File: src/rtl/addsub_pkg.sv
// addsub_pkg: op encoding and per-stage control payload shared by pipelined_addsub
package addsub_pkg;

    typedef enum logic [1:0] {
        OP_ADD = 2'b00,
        OP_SUB = 2'b01,
        OP_ADC = 2'b10,
        OP_SBC = 2'b11
    } op_t;

    // Control travelling with each beat: valid bit and carry into the next slice
    typedef struct packed {
        logic v;
        logic c;
    } stage_t;

endpackage

File: src/rtl/addsub_slice.sv
// addsub_slice: W-bit ripple slice of the pipelined carry chain
// Ports: i_a/i_b slice operands, i_ci carry in, o_s slice sum, o_co carry out
module addsub_slice #(
    parameter int W = 8
) (
    input  logic [W-1:0] i_a,
    input  logic [W-1:0] i_b,
    input  logic         i_ci,
    output logic [W-1:0] o_s,
    output logic         o_co
);

    assign {o_co, o_s} = {1'b0, i_a} + {1'b0, i_b} + {{W{1'b0}}, i_ci};

endmodule

File: src/rtl/pipelined_addsub.sv
// pipelined_addsub: STAGES-deep carry-split adder/subtractor with valid/ready flow control and NZCV flags
// Ports: clk/rst (async, active-high); in_valid/in_ready + A, B, op, C_in operand beat;
//        out_valid/out_ready + R, N_flag, Z_flag, C_flag, V_flag result beat
module pipelined_addsub
    import addsub_pkg::*;
#(
    parameter int N      = 24,
    parameter int STAGES = 3
) (
    input  logic         clk,
    input  logic         rst,
    input  logic         in_valid,
    output logic         in_ready,
    input  logic [N-1:0] A,
    input  logic [N-1:0] B,
    input  logic [1:0]   op,
    input  logic         C_in,
    output logic         out_valid,
    input  logic         out_ready,
    output logic [N-1:0] R,
    output logic         N_flag,
    output logic         Z_flag,
    output logic         C_flag,
    output logic         V_flag
);

    localparam int W = (STAGES < 1) ? N : N / STAGES;

    if (STAGES < 1 || N % STAGES != 0) begin : g_bad_params
        $fatal(1, "pipelined_addsub: N must be a multiple of STAGES and STAGES >= 1");
    end

    // Per-stage inputs: w_*[k] is what stage k consumes (stage 0 from ports, stage k from register k-1)
    logic [N-1:0] w_a   [STAGES];
    logic [N-1:0] w_b   [STAGES];
    logic [N-1:0] w_r   [STAGES];
    stage_t       w_ctl [STAGES];
    logic         w_en;
    op_t          w_op;

    // One global enable: the whole pipe freezes while a result sits unconsumed
    assign w_en     = !out_valid || out_ready;
    assign in_ready = w_en;
    assign w_op     = op_t'(op);

    // op is resolved here once; later stages only see B_eff and the carry
    assign w_a[0]   = A;
    assign w_b[0]   = (w_op == OP_SUB || w_op == OP_SBC) ? ~B : B;
    assign w_r[0]   = '0;
    assign w_ctl[0] = '{v: in_valid, c: (w_op == OP_ADD) ? 1'b0 : (w_op == OP_SUB) ? 1'b1 : C_in};

    for (genvar k = 0; k < STAGES; k++) begin : g_stage
        logic [W-1:0] w_s;
        logic         w_c;
        logic [N-1:0] w_sum;

        addsub_slice #(.W(W)) u_slice (
            .i_a (w_a[k][k*W +: W]),
            .i_b (w_b[k][k*W +: W]),
            .i_ci(w_ctl[k].c),
            .o_s (w_s),
            .o_co(w_c)
        );

        // Lower result slices arrive already filled; upper ones are still zero
        assign w_sum = w_r[k] | (N'(w_s) << (k * W));

        if (k < STAGES - 1) begin : g_mid
            // Full operands ride along so the final stage still sees A[N-1] and B_eff[N-1]
            logic [N-1:0] r_a;
            logic [N-1:0] r_b;
            logic [N-1:0] r_r;
            stage_t       r_ctl;

            always_ff @(posedge clk or posedge rst) begin
                if (rst) begin
                    r_a   <= '0;
                    r_b   <= '0;
                    r_r   <= '0;
                    r_ctl <= '0;
                end else if (w_en) begin
                    r_a   <= w_a[k];
                    r_b   <= w_b[k];
                    r_r   <= w_sum;
                    r_ctl <= '{v: w_ctl[k].v, c: w_c};
                end
            end

            assign w_a[k+1]   = r_a;
            assign w_b[k+1]   = r_b;
            assign w_r[k+1]   = r_r;
            assign w_ctl[k+1] = r_ctl;
        end else begin : g_last
            always_ff @(posedge clk or posedge rst) begin
                if (rst) begin
                    out_valid <= 1'b0;
                    R         <= '0;
                    N_flag    <= 1'b0;
                    Z_flag    <= 1'b0;
                    C_flag    <= 1'b0;
                    V_flag    <= 1'b0;
                end else if (w_en) begin
                    out_valid <= w_ctl[k].v;
                    R         <= w_sum;
                    N_flag    <= w_sum[N-1];
                    Z_flag    <= (w_sum == '0);
                    C_flag    <= w_c;
                    V_flag    <= (w_a[k][N-1] == w_b[k][N-1]) && (w_sum[N-1] != w_a[k][N-1]);
                end
            end
        end
    end

endmodule
File: config.mk
export PLATFORM = sky130hd
export DESIGN_NAME = pipelined_addsub
export DESIGN_NICKNAME = d
export VERILOG_FILES = /design/src/rtl/addsub_pkg.sv /design/src/rtl/addsub_slice.sv /design/src/rtl/pipelined_addsub.sv
export SDC_FILE = /design/constraint.sdc
export NUM_CORES = 1
export LEC_CHECK = 0
export BUFFER_PORTS_ARGS = -buffer_cell sky130_fd_sc_hd__buf_2
export CORE_MARGIN = 8
export CORE_UTILIZATION = 61
export DETAILED_ROUTE_END_ITERATION = 10
export MAX_ROUTING_LAYER = met4
export PLACE_DENSITY = 0.86
export SYNTH_ARGS = -nofsm -noshare
export SYNTH_HDL_FRONTEND = slang
export SYNTH_SLANG_ARGS = --single-unit
File: constraint.sdc
create_clock -name clk -period 8.6 [get_ports clk]
set_input_delay 0.43 -clock clk [delete_from_list [all_inputs] [get_ports clk]]
set_output_delay 0.43 -clock clk [all_outputs]
set_load 0.02 [all_outputs]
* Yosys cells after proc, flatten, opt, wreduce, memory -nomap -nowiden
Cells that the tools add are included.
Word-level totals: flip-flop bits (word level) 161, word-level logic and storage cells 38, output and inout port bits 30, input port bits 55
Cells by class: multiplexer cells 3, $add $sub $neg 6, equal/unequal tests 4, bitwise gates (word level) 3, reduce and logical (&&, ||, !) cells 6
Operator list (count):
- $add A8 B8 Y9 | 3
- $add A9 B1 Y9 | 3
- $logic_not A24 Y1 | 1
- $mux W24 | 1
- $not A24 Y24 | 1
- $or A24 B24 Y24 | 1
- $or A8 B16 Y16 | 1
- $eq A2 B1 Y1 const B | 1
- $eq A2 B2 Y1 const B | 1
- $logic_not A2 Y1 | 1
- $logic_or A1 B1 Y1 | 2
- $mux W1 | 2
- $eq A1 B1 Y1 | 1
- $logic_and A1 B1 Y1 | 1
- $logic_not A1 Y1 | 1
- $ne A1 B1 Y1 | 1

* Longest topological paths before layout
Gate-level depths: netlist (run 1).
depth in word-level cells 5, depth in mapped cells 11, depth with buffers taken out 10

* Modules after synthesis
Synthesis (run 1) repeated with hierarchy kept, for this count alone.
Second synthesis, totals: cells, all modules 406, area total of the unflattened synthesis 5282.6 µm²
Modules (own cells, without submodules):
- pipelined_addsub | instances 1, cells each 282, seq. area each 2602.5 µm², area each 4287.9 µm²
- addsub_slice (g_stage[1].u_slice ...) | instances 2, cells each 42, seq. area each 0.0 µm², area each 331.6 µm²
- addsub_slice (g_stage[0].u_slice) | instances 1, cells each 40, seq. area each 0.0 µm², area each 331.6 µm²

* Least setup slack after synthesis (run 1)
OpenSTA, ideal clock, no wires.
path type input to register, start point input op[0], end point register g_stage[0].g_mid.r_r[6], data required time 8.467 ns, setup time 0.133 ns, slack 5.778 ns, stages on the path 11, buffers on the path 2, data arrival time 2.689 ns, cell sequence buf_2 > buf_2 > mux2_2 > fa_1 > fa_1 > a21o_1 > a21oi_1 > o21bai_1 > a21oi_1 > xor2_1 > o21ai_0
Between the ends: longest elaborated chain between the ends 5, elaborated cells between the ends (all ways) 9, classes of those cells 2 x add/sub; 2 x eq/ne; 3 x mux; 2 x reduce/logical
RTL lines:
- start: declaration | RTL line pipelined_addsub.sv:16 | input logic [1:0] op,
- $eq A2 B1 Y1 / $eq A2 B2 Y1 (equally long branches) | RTL line pipelined_addsub.sv:48, pipelined_addsub.sv:50
- $logic_or A1 B1 Y1 | RTL line pipelined_addsub.sv:48 | assign w_b[0] = (w_op == OP_SUB || w_op == OP_SBC) ? ~B : B;
- $mux W24 | RTL line pipelined_addsub.sv:48
- $add A8 B8 Y9 | RTL line addsub_slice.sv:13 | assign {o_co, o_s} = {1'b0, i_a} + {1'b0, i_b} + {{W{1'b0}}, i_ci};
- $add A9 B1 Y9 (*) | RTL line addsub_slice.sv:13
- end signal: assignment | RTL line pipelined_addsub.sv:84 | r_r <= w_sum;
- end: declaration | RTL line pipelined_addsub.sv:72 | logic [N-1:0] r_r;
Mark *: on every way between the ends. The rest lies on a longest branch, timed or not. A chain may end at the register's enable or synchronous reset.

* Worst setup path in the final report (run 1)
start point register out_valid, end point output in_ready
Between the ends: longest elaborated chain between the ends 2
RTL lines:
- start: declaration | RTL line pipelined_addsub.sv:18 | output logic out_valid,
- start signal: assignment | RTL line pipelined_addsub.sv:103 | out_valid <= w_ctl[k].v;
- $logic_not A1 Y1 | RTL line pipelined_addsub.sv:42 | assign w_en = !out_valid || out_ready;
- $logic_or A1 B1 Y1 | RTL line pipelined_addsub.sv:42
- end: declaration | RTL line pipelined_addsub.sv:13 | output logic in_ready,
No other way between the ends.

==> flow_metrics.tcl, run 1 <==
set metrics [dict create \
    crit_buf_inv 4 \
    irDropWorstVdd_v 0.000188 \
    die_width_um 107 \
    slowest_delay_ns 0.85 \
    swShare_pct 41.1 \
    ctsHoldBuffers 0 \
    clock_skew_ns 0.0111 \
    post-cts-setup-buffers 0 \
    grt_pass1_wl_um 18100 \
    final_nets 702 \
    drc 0 \
    syn_nets 631 \
    multi_input_area_mm2 0.00226 \
    tns_ns 0 \
    cts_buffer_depth 2 \
    grt_start_max_net_pins 127 \
    drive_above_1_share_pct 17.6 \
    max_slew.worst_pin.slew_ns 1.14 \
    yosysSeqAreaShare_pct 51.9 \
    max_cap_violations 0 \
    run_status "finished clean" \
    cts-root-buf "clkbuf_8" \
    crit_type "register to primary output" \
    p_per_area_mw_per_mm2 336 \
    cts.repair.resized 0 \
    avgViaCountPerCell 5.36 \
    yosysTopAreaCellShare_pct 51.9 \
    drtIter0Drc 221 \
    cp-start-kind "register" \
    synth_cell_types 43 \
    critPathMaxFanout 126 \
    cpMaxStageDelayCell "buf_4" \
    final-seq-area_mm2 0.00260 \
    synth_warnings 0 \
    cp_common_cell "buf_4" \
    cts.sink_count 104 \
    io_pins 85 \
    numCtsBuffers 9 \
    die_area_mm2 0.0114 \
    synth_edf_count 0 \
    utilization_pct 70.1 \
    syn_area_per_cell_um2 9.14 \
    synth_area_mm2 0.00502 \
    arrival_ns 2.98 \
    clock_power_share_pct 15.8 \
    pwr-share-seq_pct 42.0 \
    drtAntennaViolNets 0 \
    pre_cts_slack_ns 5.36 \
    synth_ff_type "dfrtp_1" \
    fin_crit_sh_pct 39.7 \
    cp.required_ns 8.17 \
    fill_cells 636 \
    total_leakage_power_nw 2.90 \
    internal_power_w 0.00112 \
    gp_congestion 0.786 \
    cts_tree "yes" \
    clk_latency_ns 0.37 \
    antenna_found_initial 0 \
    syn-instance-count 549 \
    clock.fmax_ghz 0.293 \
    crit_chain "nor2b_4, buf_4, inv_2, buf_4, buf_2" \
    ctsHtreeMaxLevel 3 \
    wl_per_cell_um 15.0 \
    combinationalPowerShare_pct 42.2 \
    rows 33 \
    grt_pass1_vias 4011 \
    globalRouteOverflowTotal 0 \
    slew_headroom_pct 24.2 \
    ys_seq_elements 104 \
    num_antenna_cells 0 \
    async_flop_share_pct 100 \
    hp-class "primary input to async pin" \
    yosys-top-cells-area "dfrtp_1 (52%), nand2_1 (16%), ha_1 (5.2%), xnor2_1 (3.8%), o21ai_0 (3.7%)" \
    dr_total_vias 3911 \
    grt_usage_pct 20.1 \
    core_mm2 0.00809 \
    switchingPower_w 0.000782 \
    fin_crit_ns 3.41 \
    port_buffers 84 \
    wl_um 10900 \
    drv_slew 0 \
    hpwl_um 7670 \
    fin_ws_ns 5.19 \
    first_pass_iters 5 \
    path_clk_slew_ns 0.10 \
    hold_viol 0 \
    cp_top_family "buffers and inverters" \
    synthTopCellsByCount "nand2_1 (220), dfrtp_1 (104), o21ai_0 (37)" \
    synth_top_cell_by_area "dfrtp_1" \
    synth.most_common_cell "nand2_1" \
    setup_viol 0 \
    critPathCaptureType "primary output" \
    start_util_pct 62.0 \
    area_growth_pct 13.0 \
    rsz0062_at_grt "no" \
    die_h_um 107 \
]
[final timing paths]
path / depth (start not counted) / end / slack (ns) / startpoint
max in group asynchronous: 3 / g_stage[0].g_mid.r_a[8]$_DFFE_PP0P_ / 7.32 / rst
min: 2 / R[4]$_DFFE_PP0P_ / 0.06 / rst
min reg2reg: 2 / R[17]$_DFFE_PP0P_ / 0.47 / R[17]$_DFFE_PP0P_
min in group clk: 3 / g_stage[0].g_mid.r_ctl[1]$_DFFE_PP0P_ / 0.25 / in_valid
max: 5 / in_ready / 5.19 / out_valid$_DFFE_PP0P_
max reg2reg: 7 / Z_flag$_DFFE_PP0P_ / 5.72 / out_valid$_DFFE_PP0P_
[layer usage]
layer	share of wire (%)	vias to the layer above	track usage, %
met2	52	96	34.5
met1	41	1881	22.8
met5	0	-	-
li1	-	1909	-
met4	2.4	0	7.14
met3	4.3	25	4.14
[per-stage QoR]
stage	hold slack, ns	power (W)	area [um^2]	cells
after global routing	0.100	0.00205	5670	729
after detailed placement	0.452	0.00161	5480	714
after CTS	0.0797	0.00191	5670	729
after global placement	0.440	0.00156	5480	714
final	0.0611	0.00190	5670	729
after floorplan	0.430	0.00137	5020	549
[flip-flops by register name, summed over array words and instances, names as in the netlist]
name                 cells
g_stage.g_mid.r_r       24
g_stage.g_mid.r_a       24
Z_flag                   1
g_stage.g_mid.r_b       24
R                       24
C_flag                   1
V_flag                   1
out_valid                1
g_stage.g_mid.r_ctl      4
[logic make-up (layout without fill, tap and decap cells)]
| group | count (synthesis) | count (layout) | synth area share [%] |
|---|---|---|---|
| and+or+nand+nor | 260 | 260 | 20.8 |
| DFF | 104 | 104 | 51.9 |
| adders and majority gates | 27 | 27 | 7.63 |
| muxes | 1 | 1 | 0.224 |
| xor gates and xnor gates | 39 | 39 | 6.81 |
| buffers and inverters | 39 | 114 | 3.27 |
| AOI/OAI and AO/OA | 79 | 79 | 9.40 |
[area by class of cell]
cell class                 instances  share of cell area, %
sequential                       104                   45.9
multi-input combinational        406                   39.8
timing repair buffer              87                   7.81
tap                              105                   2.32
clock buffer                      10                   2.25
clock inverter                     5                   1.04
inverter                          12                  0.839
[power by group through the flow]
| stage | clock [W] | combinational (W) | sequential (W) |
|---|---|---|---|
| after floorplan | 0 | 0.000514 | 0.000861 |
| after global placement | 0 | 0.000765 | 0.000800 |
| after detailed placement | 0 | 0.000798 | 0.000810 |
| after CTS | 0.000301 | 0.000809 | 0.000801 |
| after global routing | 0.000323 | 0.000902 | 0.000825 |
| final | 0.000300 | 0.000803 | 0.000801 |
[cells in the final DEF (no fill, tap or decap), types with 2 or more instances in the layout]
master and instances:
and3_1 2, nor2b_1 3, xor2_1 17, a21o_1 4, nand3_1 3, buf_4 3, dfrtp_1 104, o21ai_1 2
nand2_1 220, nand2b_1 2, nor3b_1 2, a211oi_1 2, a21oi_1 16, o21bai_1 3, clkbuf_8 9, buf_2 84
xnor2_1 22, fa_1 6, nor4_1 6, inv_1 10, a21oi_2 2, o31ai_1 3, ha_1 21, o21a_1 2
clkinvlp_4 2, o21ai_0 37, nor2_1 14
No activity file was read; power rests on OpenSTA's default activity.
==> inputs of run 2 (changes only) <==
--- a/config.mk
+++ b/config.mk
@@ -7,10 +7,10 @@
 export LEC_CHECK = 0
 export BUFFER_PORTS_ARGS = -buffer_cell sky130_fd_sc_hd__buf_2
 export CORE_MARGIN = 8
-export CORE_UTILIZATION = 61
+export CORE_UTILIZATION = 56
 export DETAILED_ROUTE_END_ITERATION = 10
 export MAX_ROUTING_LAYER = met4
-export PLACE_DENSITY = 0.86
+export PLACE_DENSITY = 0.8
 export SYNTH_ARGS = -nofsm -noshare
 export SYNTH_HDL_FRONTEND = slang
 export SYNTH_SLANG_ARGS = --single-unit
==> constraint.sdc (replaced) <==
create_clock -name clk -period 3.3 [get_ports clk]
set_input_delay 0.165 -clock clk [delete_from_list [all_inputs] [get_ports clk]]
set_output_delay 0.165 -clock clk [all_outputs]
set_load 0.02 [all_outputs]
==> flow_metrics.tcl, run 2 (synthesis gave the netlist of run 1 again) <==
set metrics [dict create \
    total_leakage_power_nw 2.98 \
    utilization_pct 66.8 \
    wl_per_cell_um 14.0 \
    arrival_ns 2.72 \
    max_cap_violations 0 \
    fin_cells 749 \
    dr_total_vias 3838 \
    cpMaxStageDelayCell "fa_1" \
    fin_crit_sh_pct 74.8 \
    drive_above_1_share_pct 18.1 \
    cts_tree "yes" \
    die_h_um 111 \
    drv_slew 0 \
    grt_usage_pct 18.0 \
    ctsHtreeMaxLevel 3 \
    rsz0062_at_grt "no" \
    slowest_delay_ns 0.48 \
    hpwl_um 7760 \
    drtIter0Drc 134 \
    die_area_mm2 0.0122 \
    final_nets 718 \
    area_growth_pct 16.1 \
    cts_buffer_depth 2 \
    tns_ns 0 \
    cp.required_ns 3.56 \
    hp-class "primary input to register" \
    core_mm2 0.00872 \
    start_util_pct 57.5 \
    path_clk_slew_ns 0.09 \
    gp_congestion 0.830 \
    clock_skew_ns 0.0124 \
    antenna_found_initial 0 \
    cp-start-kind "register" \
    io_pins 85 \
    critPathMaxFanout 3 \
    first_pass_iters 4 \
    crit_type "register to register" \
    run_status "finished clean" \
    grt_pass1_wl_um 18200 \
    post-cts-setup-buffers 0 \
    cts-root-buf "clkbuf_8" \
    rows 34 \
    clock.fmax_ghz 0.405 \
    wl_um 10500 \
    clk_latency_ns 0.37 \
    grt_pass1_vias 4004 \
    drtAntennaViolNets 0 \
    avgViaCountPerCell 5.12 \
    placedCellCount 721 \
    final_common_cell "nand2_1" \
    numCtsBuffers 9 \
    slew_headroom_pct 51.1 \
    cp_common_cell "fa_1" \
    grt_start_max_net_pins 64 \
    die_width_um 111 \
    port_buffers 84 \
    num_antenna_cells 0 \
    cp_top_family "adder cells" \
    crit_buf_inv 0 \
    irDropWorstVdd_v 0.000603 \
    most-common-layout-cells "nand2_1 (220), dfrtp_1 (104), buf_2 (84)" \
    drc 0 \
    max_slew.worst_pin.slew_ns 0.732 \
    p_per_area_mw_per_mm2 843 \
    crit_chain "fa_1, fa_1, a21oi_2, nor2b_1, a311oi_2, xor2_1, and3_1, a22o_1" \
    fin_crit_ns 2.47 \
    cts.sink_count 104 \
    critPathCaptureType "register" \
    hold_viol 0 \
    setup_viol 0 \
    globalRouteOverflowTotal 0 \
]
run 2: metrics by stage:
stage / hold slack, ns / total power, W / instance area (um^2) / setup slack (ns)
global placement: 0.342 / 0.00410 / 5520 / 0.867
detailed placement: 0.346 / 0.00419 / 5520 / 0.787
floorplan: 0.277 / 0.00358 / 5020 / 0.403
global route: 0.0169 / 0.00531 / 5820 / 0.718
finish: 0.0114 / 0.00491 / 5820 / 0.832
CTS: 0.00285 / 0.00496 / 5820 / 0.832
run 2: worst register-to-register path: stages (launching register included):
cell	delay [ns]
dfrtp_1	0.41
fa_1	0.48
fa_1	0.44
a21oi_2	0.13
nor2b_1	0.08
a311oi_2	0.33
xor2_1	0.12
and3_1	0.18
a22o_1	0.19
run 2: power by group:
part / switching (W) / leakage [nW] / internal [W]
combinational: 0.00126 / 1.63 / 0.000819
clock: 0.000438 / 0.0976 / 0.000305
sequential: 0.000313 / 1.25 / 0.00177
total: 0.00201 / 2.98 / 0.00290
run 2: area by class of cell:
cell class / instances / area [um^2]
multi-input cells: 406 / 2260
flip-flops and latches: 104 / 2600
fillers: 693 / 2900
well taps: 108 / 135
clock buffers: 10 / 138
clock inverters: 6 / 48.8
inverters: 12 / 47.5
repair buffers: 103 / 593
run 2: final timing paths:
check | startpoint | to | slack, ns | cells past startpoint
worst max-delay path | g_stage[1].g_mid.r_a[16]$_DFFE_PP0P_ | Z_flag$_DFFE_PP0P_ | 0.83 | 8
worst min-delay path | A[17] | g_stage[0].g_mid.r_a[17]$_DFFE_PP0P_ | 0.01 | 3
worst max register to register | g_stage[1].g_mid.r_a[16]$_DFFE_PP0P_ | Z_flag$_DFFE_PP0P_ | 0.83 | 8
worst min register to register | R[2]$_DFFE_PP0P_ | R[2]$_DFFE_PP0P_ | 0.47 | 2
max in group asynchronous | rst | g_stage[0].g_mid.r_b[10]$_DFFE_PP0P_ | 2.02 | 4
min in group asynchronous | rst | R[2]$_DFFE_PP0P_ | 0.45 | 3
run 2: timing repair:
| item | in CTS | in global routing |
|---|---|---|
| gates resized for setup | 0 | 0 |
| hold endpoints to repair | 72 | 0 |
| hold buffers | 12 | 0 |
run 2: metal layers:
| layer | GRT usage, % | wire [um] |
|---|---|---|
| met1 | 21.0 | 4520 |
| met2 | 30.8 | 5470 |
| met3 | 3.73 | 382 |
| met4 | 5.14 | 130 |
| met5 | - | 0 |
==> inputs of run 3 (changes only) <==
--- a/config.mk
+++ b/config.mk
@@ -7,10 +7,10 @@
 export LEC_CHECK = 0
 export BUFFER_PORTS_ARGS = -buffer_cell sky130_fd_sc_hd__buf_2
 export CORE_MARGIN = 8
-export CORE_UTILIZATION = 56
+export CORE_UTILIZATION = 51
 export DETAILED_ROUTE_END_ITERATION = 10
 export MAX_ROUTING_LAYER = met4
-export PLACE_DENSITY = 0.8
+export PLACE_DENSITY = 0.76
 export SYNTH_ARGS = -nofsm -noshare
 export SYNTH_HDL_FRONTEND = slang
 export SYNTH_SLANG_ARGS = --single-unit
==> constraint.sdc (replaced) <==
create_clock -name clk -period 2.1 [get_ports clk]
set_input_delay 0.105 -clock clk [delete_from_list [all_inputs] [get_ports clk]]
set_output_delay 0.105 -clock clk [all_outputs]
set_load 0.02 [all_outputs]
==> flow_metrics.tcl, run 3 (synthesis gave the netlist of run 1 again) <==
set metrics [dict create \
    run_status "finished with violations" \
    violations "setup timing" \
    slowest_delay_ns 0.42 \
    total_leakage_power_nw 3.11 \
    cp.required_ns 2.34 \
    num_antenna_cells 0 \
    combinationalPowerShare_pct 43.7 \
    drive_above_1_share_pct 22.6 \
    internal_power_w 0.00502 \
    grt_start_max_net_pins 69 \
    cp_top_family "adder cells" \
    wl_per_cell_um 13.8 \
    wl_um 11000 \
    hpwl_um 8110 \
    clock.fmax_ghz 0.443 \
    cts-root-buf "clkbuf_8" \
    crit_buf_inv 0 \
    p_per_area_mw_per_mm2 1350 \
    cp-start-kind "register" \
    die_h_um 115 \
    drc 0 \
    swShare_pct 39.9 \
    fill_cells 864 \
    globalRouteOverflowTotal 0 \
    grt_usage_pct 18.1 \
    drtIter0Drc 250 \
    most-common-layout-cells "nand2_1 (220), dfrtp_1 (104), buf_2 (84)" \
    numCtsBuffers 9 \
    worstHoldEndpoint "g_stage[0].g_mid.r_b[14]$_DFFE_PP0P_" \
    drv_slew 0 \
    grt_pass1_wl_um 18700 \
    antenna_found_initial 0 \
    clock_skew_ns 0.0217 \
    clk_latency_ns 0.37 \
    power_w 0.00835 \
    core_mm2 0.00968 \
    rsz0062_at_grt "yes" \
    timing.rr.end "Z_flag$_DFFE_PP0P_" \
    fin_crit_sh_pct 108 \
    slew_headroom_pct 60.4 \
    arrival_ns 2.50 \
    fin_crit_ns 2.26 \
    fin_ws_ns -0.159 \
    max_slew.worst_pin.slew_ns 0.593 \
    switchingPower_w 0.00333 \
    first_pass_iters 5 \
    pwr-share-seq_pct 40.1 \
    cpMaxStageDelayCell "dfrtp_1" \
    worstHoldStart "B[14]" \
    die_width_um 115 \
    r2r_slack_ns -0.16 \
    tns_ns -0.321 \
    critPathMaxFanout 2 \
    cts_tree "yes" \
    start_util_pct 51.8 \
    cp_common_cell "fa_2" \
    hold_viol 0 \
    crit_type "register to register" \
    max_cap_violations 0 \
    io_pins 85 \
    hp-class "primary input to register" \
    setup_viol 4 \
    port_buffers 84 \
    rows 36 \
    final_common_cell "nand2_1" \
    final_nets 742 \
    r2r_start "g_stage[1].g_mid.r_a[16]$_DFFE_PP0P_" \
    cts_buffer_depth 2 \
    r2r_cells 8 \
    path_clk_slew_ns 0.11 \
    avgViaCountPerCell 4.95 \
    clock_power_share_pct 16.2 \
    cts.sink_count 104 \
    critPathCaptureType "register" \
    ctsHtreeMaxLevel 3 \
    grt_pass1_vias 3967 \
    die_area_mm2 0.0133 \
    min_path_cells 3 \
    crit_chain "fa_2, fa_2, a21oi_2, nor2b_2, a311oi_2, xor2_1, and3_1, a22o_1" \
    drtAntennaViolNets 0 \
    gp_congestion 0.849 \
    area_growth_pct 23.2 \
    irDropWorstVdd_v 0.000618 \
    dr_total_vias 3952 \
]
[run 3: cell count changes in the layout (fill, tap and decap cells not counted), sizes merged]
cell         delta
buf            +18
bufinv          +2
clkinv          -2
clkinvlp        +3
dlygate4sd3     +6
inv             -3
[run 3: power groups by stage]
stage / Clock (W) / Sequential [W] / Combinational, W
3_3_place_gp: 0 / 0.00334 / 0.00340
3_5_place_dp: 0 / 0.00337 / 0.00348
6_report: 0.00135 / 0.00335 / 0.00365
4_1_cts: 0.00138 / 0.00334 / 0.00358
5_1_grt: 0.00145 / 0.00346 / 0.00409
2_1_floorplan: 0 / 0.00353 / 0.00212
[run 3: cell type report]
cell class	count	area, um^2	share of cell area, %
clock buffer	10	128	2.07
multi-input combinational	406	2330	37.7
sequential	104	2600	42.1
inverter	12	48.8	0.790
timing repair buffer	127	813	13.2
tap	133	166	2.69
clock inverter	6	91.3	1.48
[run 3: stage by stage]
| step | util (%) | area [um^2] | hold WS, ns | std cells | setup WS [ns] |
|---|---|---|---|---|---|
| after floorplan | - | 5050 | 0.217 | 549 | -0.129 |
| after global placement | 58.9 | 5710 | 0.194 | 762 | -0.297 |
| after detailed placement | 58.9 | 5710 | 0.197 | 762 | -0.316 |
| after CTS | 63.3 | 6130 | 0.0000386 | 797 | -0.182 |
| after global routing | 63.8 | 6180 | 0.00846 | 798 | -0.272 |
| final | 63.8 | 6180 | 0.00805 | 798 | -0.159 |
[run 3: worst max-delay path by stage]
stage                                                    start                                  end  slack (ns)  cells past startpoint
final                     g_stage[1].g_mid.r_a[16]$_DFFE_PP0P_                   Z_flag$_DFFE_PP0P_       -0.16                      8
after global routing      g_stage[1].g_mid.r_a[16]$_DFFE_PP0P_                   Z_flag$_DFFE_PP0P_       -0.27                      8
after CTS                 g_stage[1].g_mid.r_a[16]$_DFFE_PP0P_                   Z_flag$_DFFE_PP0P_       -0.18                      8
after detailed placement  g_stage[1].g_mid.r_a[16]$_DFFE_PP0P_                   Z_flag$_DFFE_PP0P_       -0.32                      6
after global placement    g_stage[1].g_mid.r_a[16]$_DFFE_PP0P_                   Z_flag$_DFFE_PP0P_       -0.30                      6
after floorplan                                          op[0]  g_stage[0].g_mid.r_r[6]$_DFFE_PP0P_       -0.13                     11
[run 3: what timing repair did]
action | in CTS | in global routing
hold endpoints to repair | 121 | 0
setup endpoints to repair | 8 | 9
resized for setup | 5 | 11
setup buffers | 1 | 1
hold buffers | 18 | 0
pin swaps | 2 | 14
[run 3: layer usage]
layer	track usage (%)	vias up	wire [um]
li1	-	1995	-
met1	23.6	1853	5130
met2	28.2	87	5250
met3	3.20	17	459
met4	5.60	0	196
met5	-	-	0
[run 3: worst min-delay path, stage by stage]
cell     delay [ns]
buf_2          0.08
xnor2_1        0.10
o21ai_0        0.06
